==> src/rtl/mux_pkg.sv <==
// Shared definitions for the streaming multiplexer family.
package mux_pkg;

  localparam int PTR_RST = 0;

  // Select/index width that never collapses to zero bits.
  function automatic int clog2_min1(input int n);
    return (n <= 2) ? 1 : $clog2(n);
  endfunction

endpackage

==> src/rtl/stream_mux_rr_arbiter.sv <==
// Round-robin arbiter: rotate requests by ptr, pick the lowest set bit, rotate back.
module rr_arbiter
  import mux_pkg::*;
#(
  parameter int NUM_CH = 4,
  parameter int SEL_W  = clog2_min1(NUM_CH)
) (
  input  logic              clk,
  input  logic              rst,
  input  logic [NUM_CH-1:0] req,
  input  logic              en,
  input  logic              adv,
  output logic [NUM_CH-1:0] grant
);

  logic [SEL_W-1:0]    ptr;
  logic [SEL_W-1:0]    gnt_idx;
  logic [NUM_CH-1:0]   rot_req;
  logic [NUM_CH-1:0]   rot_gnt;
  logic [2*NUM_CH-1:0] rot_back;

  // Doubling the vector turns a modulo-NUM_CH rotate into a plain shift.
  assign rot_req  = NUM_CH'({req, req} >> ptr);
  assign rot_gnt  = rot_req & (~rot_req + NUM_CH'(1));
  assign rot_back = {rot_gnt, rot_gnt} << ptr;
  assign grant    = en ? rot_back[2*NUM_CH-1:NUM_CH] : '0;

  // NOTE: every variable written in always_comb gets a default first, so no latch is inferred.
  always_comb begin
    gnt_idx = '0;
    for (int i = 0; i < NUM_CH; i++)
      if (grant[i]) gnt_idx = gnt_idx | SEL_W'(i);
  end

  // NOTE: sequential state uses non-blocking assignments so all registers update together.
  always_ff @(posedge clk or posedge rst) begin
    if (rst)
      ptr <= SEL_W'(PTR_RST);
    else if (adv)
      ptr <= (int'(gnt_idx) == NUM_CH - 1) ? '0 : gnt_idx + SEL_W'(1);
  end

endmodule

==> src/rtl/stream_mux_rr.sv <==
// N:1 valid/ready stream mux with registered output; fixed-select or round-robin grant.
module stream_mux_rr
  import mux_pkg::*;
#(
  parameter int NUM_CH = 4,
  parameter int DATA_W = 4,
  parameter int SEL_W  = clog2_min1(NUM_CH)
) (
  input  logic                     clk,
  input  logic                     rst,
  input  logic [NUM_CH*DATA_W-1:0] in_data,
  input  logic [NUM_CH-1:0]        in_valid,
  output logic [NUM_CH-1:0]        in_ready,
  input  logic                     rr_en,
  input  logic [SEL_W-1:0]         sel,
  output logic [DATA_W-1:0]        out_data,
  output logic [SEL_W-1:0]         out_ch,
  output logic                     out_valid,
  input  logic                     out_ready
);

  logic              load_en;
  logic              xfer;
  logic [NUM_CH-1:0] rr_grant;
  logic [NUM_CH-1:0] fix_grant;
  logic [NUM_CH-1:0] grant;
  logic [DATA_W-1:0] mux_data;
  logic [SEL_W-1:0]  mux_ch;

  assign load_en = !out_valid || out_ready;

  // An out-of-range sel matches no channel, so it simply yields no grant.
  always_comb begin
    fix_grant = '0;
    for (int i = 0; i < NUM_CH; i++)
      if (sel == SEL_W'(i)) fix_grant[i] = in_valid[i];
  end

  rr_arbiter #(
    .NUM_CH (NUM_CH),
    .SEL_W  (SEL_W)
  ) u_arb (
    .clk   (clk),
    .rst   (rst),
    .req   (in_valid),
    .en    (rr_en),
    .adv   (rr_en && xfer),
    .grant (rr_grant)
  );

  assign grant    = rr_en ? rr_grant : fix_grant;
  assign in_ready = {NUM_CH{load_en}} & grant;
  assign xfer     = |(in_valid & in_ready);

  // AND-OR select over a one-hot grant.
  always_comb begin
    mux_data = '0;
    mux_ch   = '0;
    for (int i = 0; i < NUM_CH; i++) begin
      mux_data = mux_data | ({DATA_W{grant[i]}} & in_data[i*DATA_W +: DATA_W]);
      if (grant[i]) mux_ch = mux_ch | SEL_W'(i);
    end
  end

  always_ff @(posedge clk or posedge rst) begin
    if (rst) begin
      out_valid <= 1'b0;
      out_data  <= '0;
      out_ch    <= '0;
    end else if (load_en) begin
      out_valid <= xfer;
      if (xfer) begin
        out_data <= mux_data;
        out_ch   <= mux_ch;
      end
    end
  end

endmodule

==> config.mk <==
export PLATFORM = sky130hd
export DESIGN_NAME = stream_mux_rr
export DESIGN_NICKNAME = d
export VERILOG_FILES = /design/src/rtl/mux_pkg.sv /design/src/rtl/stream_mux_rr_arbiter.sv /design/src/rtl/stream_mux_rr.sv
export SDC_FILE = /design/constraint.sdc
export NUM_CORES = 1
export LEC_CHECK = 0
export BUFFER_PORTS_ARGS = -buffer_cell sky130_fd_sc_hd__buf_4
export CAP_MARGIN = 25
export CELL_PAD_IN_SITES_DETAIL_PLACEMENT = 0
export CELL_PAD_IN_SITES_GLOBAL_PLACEMENT = 1
export CORE_ASPECT_RATIO = 1.4
export CORE_MARGIN = 5
export CORE_UTILIZATION = 37
export CTS_BUF_LIST = sky130_fd_sc_hd__clkbuf_4
export DETAILED_ROUTE_END_ITERATION = 6
export GPL_TIMING_DRIVEN = 0
export PLACE_DENSITY_LB_ADDON = 0.1
export SLEW_MARGIN = 20
export SYNTH_ARGS = -nofsm -noshare
export SYNTH_HDL_FRONTEND = slang
export SYNTH_HIERARCHICAL = 1
export SYNTH_SLANG_ARGS = --single-unit
==> constraint.sdc <==
create_clock -name clk -period 3.5 [get_ports clk]
set_clock_uncertainty 0.1 [all_clocks]
set_input_delay 0.175 -clock clk [delete_from_list [all_inputs] [get_ports clk]]
set_output_delay 0.175 -clock clk [all_outputs]
set_load 0.1 [all_outputs]
* Word level (Yosys, flattened, before mapping)
Cells that the tools add are included.
W data, S select, Z words.
** Operators by class
- $add $sub $neg :: 2
- Equal/unequal tests :: 4
- Shift-type cells :: 2
- Muxes and demuxes :: 13
- Bitwise operators :: 11
- Reduce and logical (&&, ||, !) cells :: 6
** Operators by type and width (count)
- $and A4 B4 Y4 :: 7
- $or A4 B4 Y4 :: 3
- $mux W2 :: 5
- $mux W4 :: 2
- $shl A8 B2 Y8 :: 1
- $shr A8 B2 Y4 :: 1
- $mux W1 :: 6
- $add A4 B1 Y4 const B :: 1
- $eq A2 B1 Y1 const B :: 2
- $eq A2 B2 Y1 const B :: 2
- $not A4 Y4 :: 1
- $reduce_or A4 Y1 :: 1
- $add A2 B1 Y2 const B :: 1
- $logic_not A2 Y1 :: 1
- $reduce_and A2 Y1 :: 1
- $logic_and A1 B1 Y1 :: 1
- $logic_not A1 Y1 :: 1
- $logic_or A1 B1 Y1 :: 1
** Word-level totals
- Register bits after elaboration :: 9
- Bits of input ports :: 26

* Depth between registers and ports, before layout
- Depth after elaboration :: 11
- Mapped depth :: 9
- Depth with buffers taken out :: 8

* By module
Netlist, hierarchy kept.
** By module, submodules not included
- stream_mux_rr :: instances 1, cells an instance 61, area each 550.5 sq um
- rr_arbiter :: instances 1, cells an instance 40, area each 292.8 sq um

* Least setup slack after synthesis
Ideal clock, no wire load.
- Kind :: reg2out
- Start :: register out_valid
- End :: output in_ready[0]
- Arrival time :: 2433 ps
- Required time :: 3225 ps
- Slack :: 792 ps
- Stages on the path, launching flop included :: 4
- Cells stage by stage :: dfrtp_1 > nor2b_1 > clkbuf_1 > nor2_1
** Between the ends
- Cells in the longest elaborated chain, start to end :: 3
** Ends and longest elaborated chain
- start: declaration :: RTL line stream_mux_rr.sv:18 : output logic out_valid,
- start signal: assignment :: RTL line stream_mux_rr.sv:71 : out_valid <= xfer;
- $logic_not A1 Y1 :: RTL line stream_mux_rr.sv:30 : assign load_en = !out_valid || out_ready;
- $logic_or A1 B1 Y1 :: RTL line stream_mux_rr.sv:30
- $and A4 B4 Y4 :: RTL line stream_mux_rr.sv:52 : assign in_ready = {NUM_CH{load_en}} & grant;
- end: declaration :: RTL line stream_mux_rr.sv:13 : output logic [NUM_CH-1:0] in_ready,
No other way between the ends.

* Final worst setup path
- Start :: register u_arb.ptr[1]
- End :: output in_ready[3]
** Between the ends
- Cells in the longest elaborated chain, start to end :: 8
** Ends and longest elaborated chain
- start: declaration :: RTL line stream_mux_rr_arbiter.sv:16 : logic [SEL_W-1:0] ptr;
- start signal: assignment :: RTL line stream_mux_rr_arbiter.sv:38 : ptr <= SEL_W'(PTR_RST);
- start signal: assignment :: RTL line stream_mux_rr_arbiter.sv:40 : ptr <= (int'(gnt_idx) == NUM_CH - 1) ? '0 : gnt_idx + SEL_W'(1);
- $shr A8 B2 Y4 :: RTL line stream_mux_rr_arbiter.sv:23 : assign rot_req = NUM_CH'({req, req} >> ptr);
- $not A4 Y4 :: RTL line stream_mux_rr_arbiter.sv:24 : assign rot_gnt = rot_req & (~rot_req + NUM_CH'(1));
- $add A4 B1 Y4 :: RTL line stream_mux_rr_arbiter.sv:24
- $and A4 B4 Y4 :: RTL line stream_mux_rr_arbiter.sv:24
- $shl A8 B2 Y8 * :: RTL line stream_mux_rr_arbiter.sv:25 : assign rot_back = {rot_gnt, rot_gnt} << ptr;
- $mux W4 * :: RTL line stream_mux_rr_arbiter.sv:26 : assign grant = en ? rot_back[2*NUM_CH-1:NUM_CH] : '0;
- via rr_grant[3] :: RTL line stream_mux_rr.sv:24 : logic [NUM_CH-1:0] rr_grant;
- $mux W4 * :: RTL line stream_mux_rr.sv:51 : assign grant = rr_en ? rr_grant : fix_grant;
- $and A4 B4 Y4 * :: RTL line stream_mux_rr.sv:52
The timed path passes the listed nets; every way through them passes the cells marked *.

==> flow_summary.toml <==
[run_status]
status = "complete, no violations"

[worst_setup_path]
cp-start-kind = "flip-flop"
cp.arrival_ps = 2030
cp.required_ps = 3220
path_class = "reg2out"
end_kind = "output pin"
cp_max_fo = 10

[yosys]
ys_top_cells_by_area = "dfrtp_1, o21ai_0, mux2_2"
async_flop_share_pct = 100
synth_top_area_cell = "dfrtp_1"
synthesis.area_um2 = 843
netlist.area_leader.share_pct = 26.7
synth_flop_cell = "dfrtp_1"
netlist_instances = 101
synth_cell_types = 34
ys_seq_elements = 9
synth-edff-count = 0
synth.avg_cell_area_um2 = 8.35
yosysSeqAreaShare_pct = 26.7
yosys_warnings = 6
synth_fp_nets = 127

[timing]
fin_crit_sh_pct = 65.7
hold_violations = 0
drv_slew = 0
setup_viol_count_final = 0
min_period_ps = 2300
tns_ps = 0
worst_slew_pin_slew_ps = 641
maxSlewHeadroom_pct = 56.6
rsz0062_at_grt = "false"
max_freq_ghz = 0.435
finalWorstSetupSlack_ps = 1200

[detailed_routing]
ant_nets = 0
first_iter_violations = 30
drt-pass1-iter-count = 4
drt_wl_total_um = 2290
vias = 884
wl_per_cell_um = 14.0
drc = 0
vias_per_cell = 5.39

[power]
ir_worst_vdd_v = 0.000576
powerDensity_nw_per_um2 = 549
leakage_nw = 0.566

[clock_network]
clk_pin_slew_ps = 60
cts_buffers = 3
clock_path_buffers = 2
cts.sinks = 9
cts_tree = "built"
cts_root_buf = "clkbuf_4"
clk_latency_ps = 260
htreeDepth = 1
postCtsSetupBuffers = 0

[hold_path]
hp-class = "in2reg"

[cells_and_area]
final_common_cell = "buf_4"
nets = 169
area_delta_synth_final_pct = 39.8
antennaDiodeCount = 0
drive_gt1_share_pct = 39.4
fillers = 224
fin_util_pct = 54.1
final_cell_mix = "buf_4, o21ai_0, nor2_1"

[floorplan]
die_area_um2 = 3350
die_h_um = 66.5
initial_core_util_pct = 38.7
core.rowCount = 20
ioPinCount = 37
fp.dieW_um = 50.4
core_area_um2 = 2180

[global_routing]
grt_max_degree = 12
grtUsageTotal_pct = 14.3
grt_overflow = 0
grt_pass1_wl_um = 3890
antenna_found_initial = 0
grt_pass1_vias = 926

[flow_run]
drv_cap = 0

[placement]
dpl_worst_slack_ps = 1290
port_buffers = 36
dp_hpwl_um = 1840
gp_congestion = 0.769
-- path summary, 6_finish.rpt --
path                            slack (ps)  depth (start not counted)            to         start
worst max-delay path                  1200                          7   in_ready[3]  u_arb/ptr[1]
worst min-delay path                   170                          3  u_arb/ptr[0]   in_valid[3]
worst max register to register        1290                          9  u_arb/ptr[1]  u_arb/ptr[1]
worst min register to register         410                          1   out_data[0]   out_data[0]
max in group asynchronous             2780                          3     out_ch[0]           rst
min in group asynchronous              240                          3  u_arb/ptr[0]           rst
-- per-stage QoR --
| step | cells | hold WS [ps] | power, mW | instance area (µm²) |
|---|---|---|---|---|
| 2_1_floorplan | 101 | -184 | 0.470 | 843 |
| 3_3_place_gp | 159 | -55.6 | 0.567 | 1140 |
| 3_5_place_dp | 159 | -43.1 | 0.570 | 1140 |
| 4_1_cts | 164 | 157 | 0.654 | 1180 |
| 5_1_grt | 164 | 168 | 0.689 | 1180 |
| 6_report | 164 | 167 | 0.648 | 1180 |
-- where the power goes --
group	leakage [nW]	switching [mW]	total [mW]	internal (mW)
Sequential	0.114	0.0154	0.149	0.133
Combinational	0.434	0.292	0.418	0.126
Clock	0.0177	0.0388	0.0810	0.0422
Total	0.566	0.347	0.648	0.301
-- flip-flops by register name (all words and copies together), names as in the netlist --
signal / cells
out_data: 4
out_valid: 1
u_arb/ptr: 2
out_ch: 2
-- layer usage --
| metal | GRT usage [%] | up-vias | share of wire [%] |
|---|---|---|---|
| met3 | 2.91 | 0 | 5.2 |
| met4 | 1.92 | 0 | 0 |
| met2 | 26.6 | 29 | 55 |
| met5 | 0 | - | 0 |
| met1 | 17.0 | 397 | 40 |
| li1 | - | 458 | - |
-- area by class of cell --
type / count / area, µm² / area share (%)
plain buffers: 6 / 42.5 / 3.61
clock buffers: 3 / 22.5 / 1.91
clock inverters: 1 / 5.00 / 0.425
multi-input cells: 78 / 546 / 46.3
well taps: 22 / 27.5 / 2.34
flip-flops and latches: 9 / 225 / 19.1
repair buffers: 37 / 280 / 23.8
inverters: 8 / 30.0 / 2.55
-- cell usage after synthesis (2+ instances only) --
master / count
o21bai_1: 2
buf_4: 3
a22oi_1: 2
a21oi_1: 7
nand2b_1: 2
o21ai_0: 14
nand2_1: 4
o2111ai_1: 4
dfrtp_1: 9
nor2_1: 11
inv_1: 8
mux2_2: 6
a31oi_1: 2
o2111a_1: 2
and4bb_2: 2
and2_1: 5
-- cells by family after synthesis --
group,synth area share [%]
AND/OR/NAND/NOR,19.6
AO/OA/AOI/OAI,33.2
buffers and inverters,8.60
multiplexers,11.9
flip-flops,26.7
-- critical path, stage by stage, from the launching register on --
cell and delay, ps:
dfrtp_1 410, buf_4 180, inv_1 90, a21oi_1 60, o2111a_1 240, a21oi_1 440
nor2_1 80, buf_4 250
-- timing repair --
item	4_1_cts	5_1_grt
hold buffers	1	0
endpoints found under the hold margin	9	0
resized for setup	0	0
No activity file was read; power rests on OpenSTA's default activity.
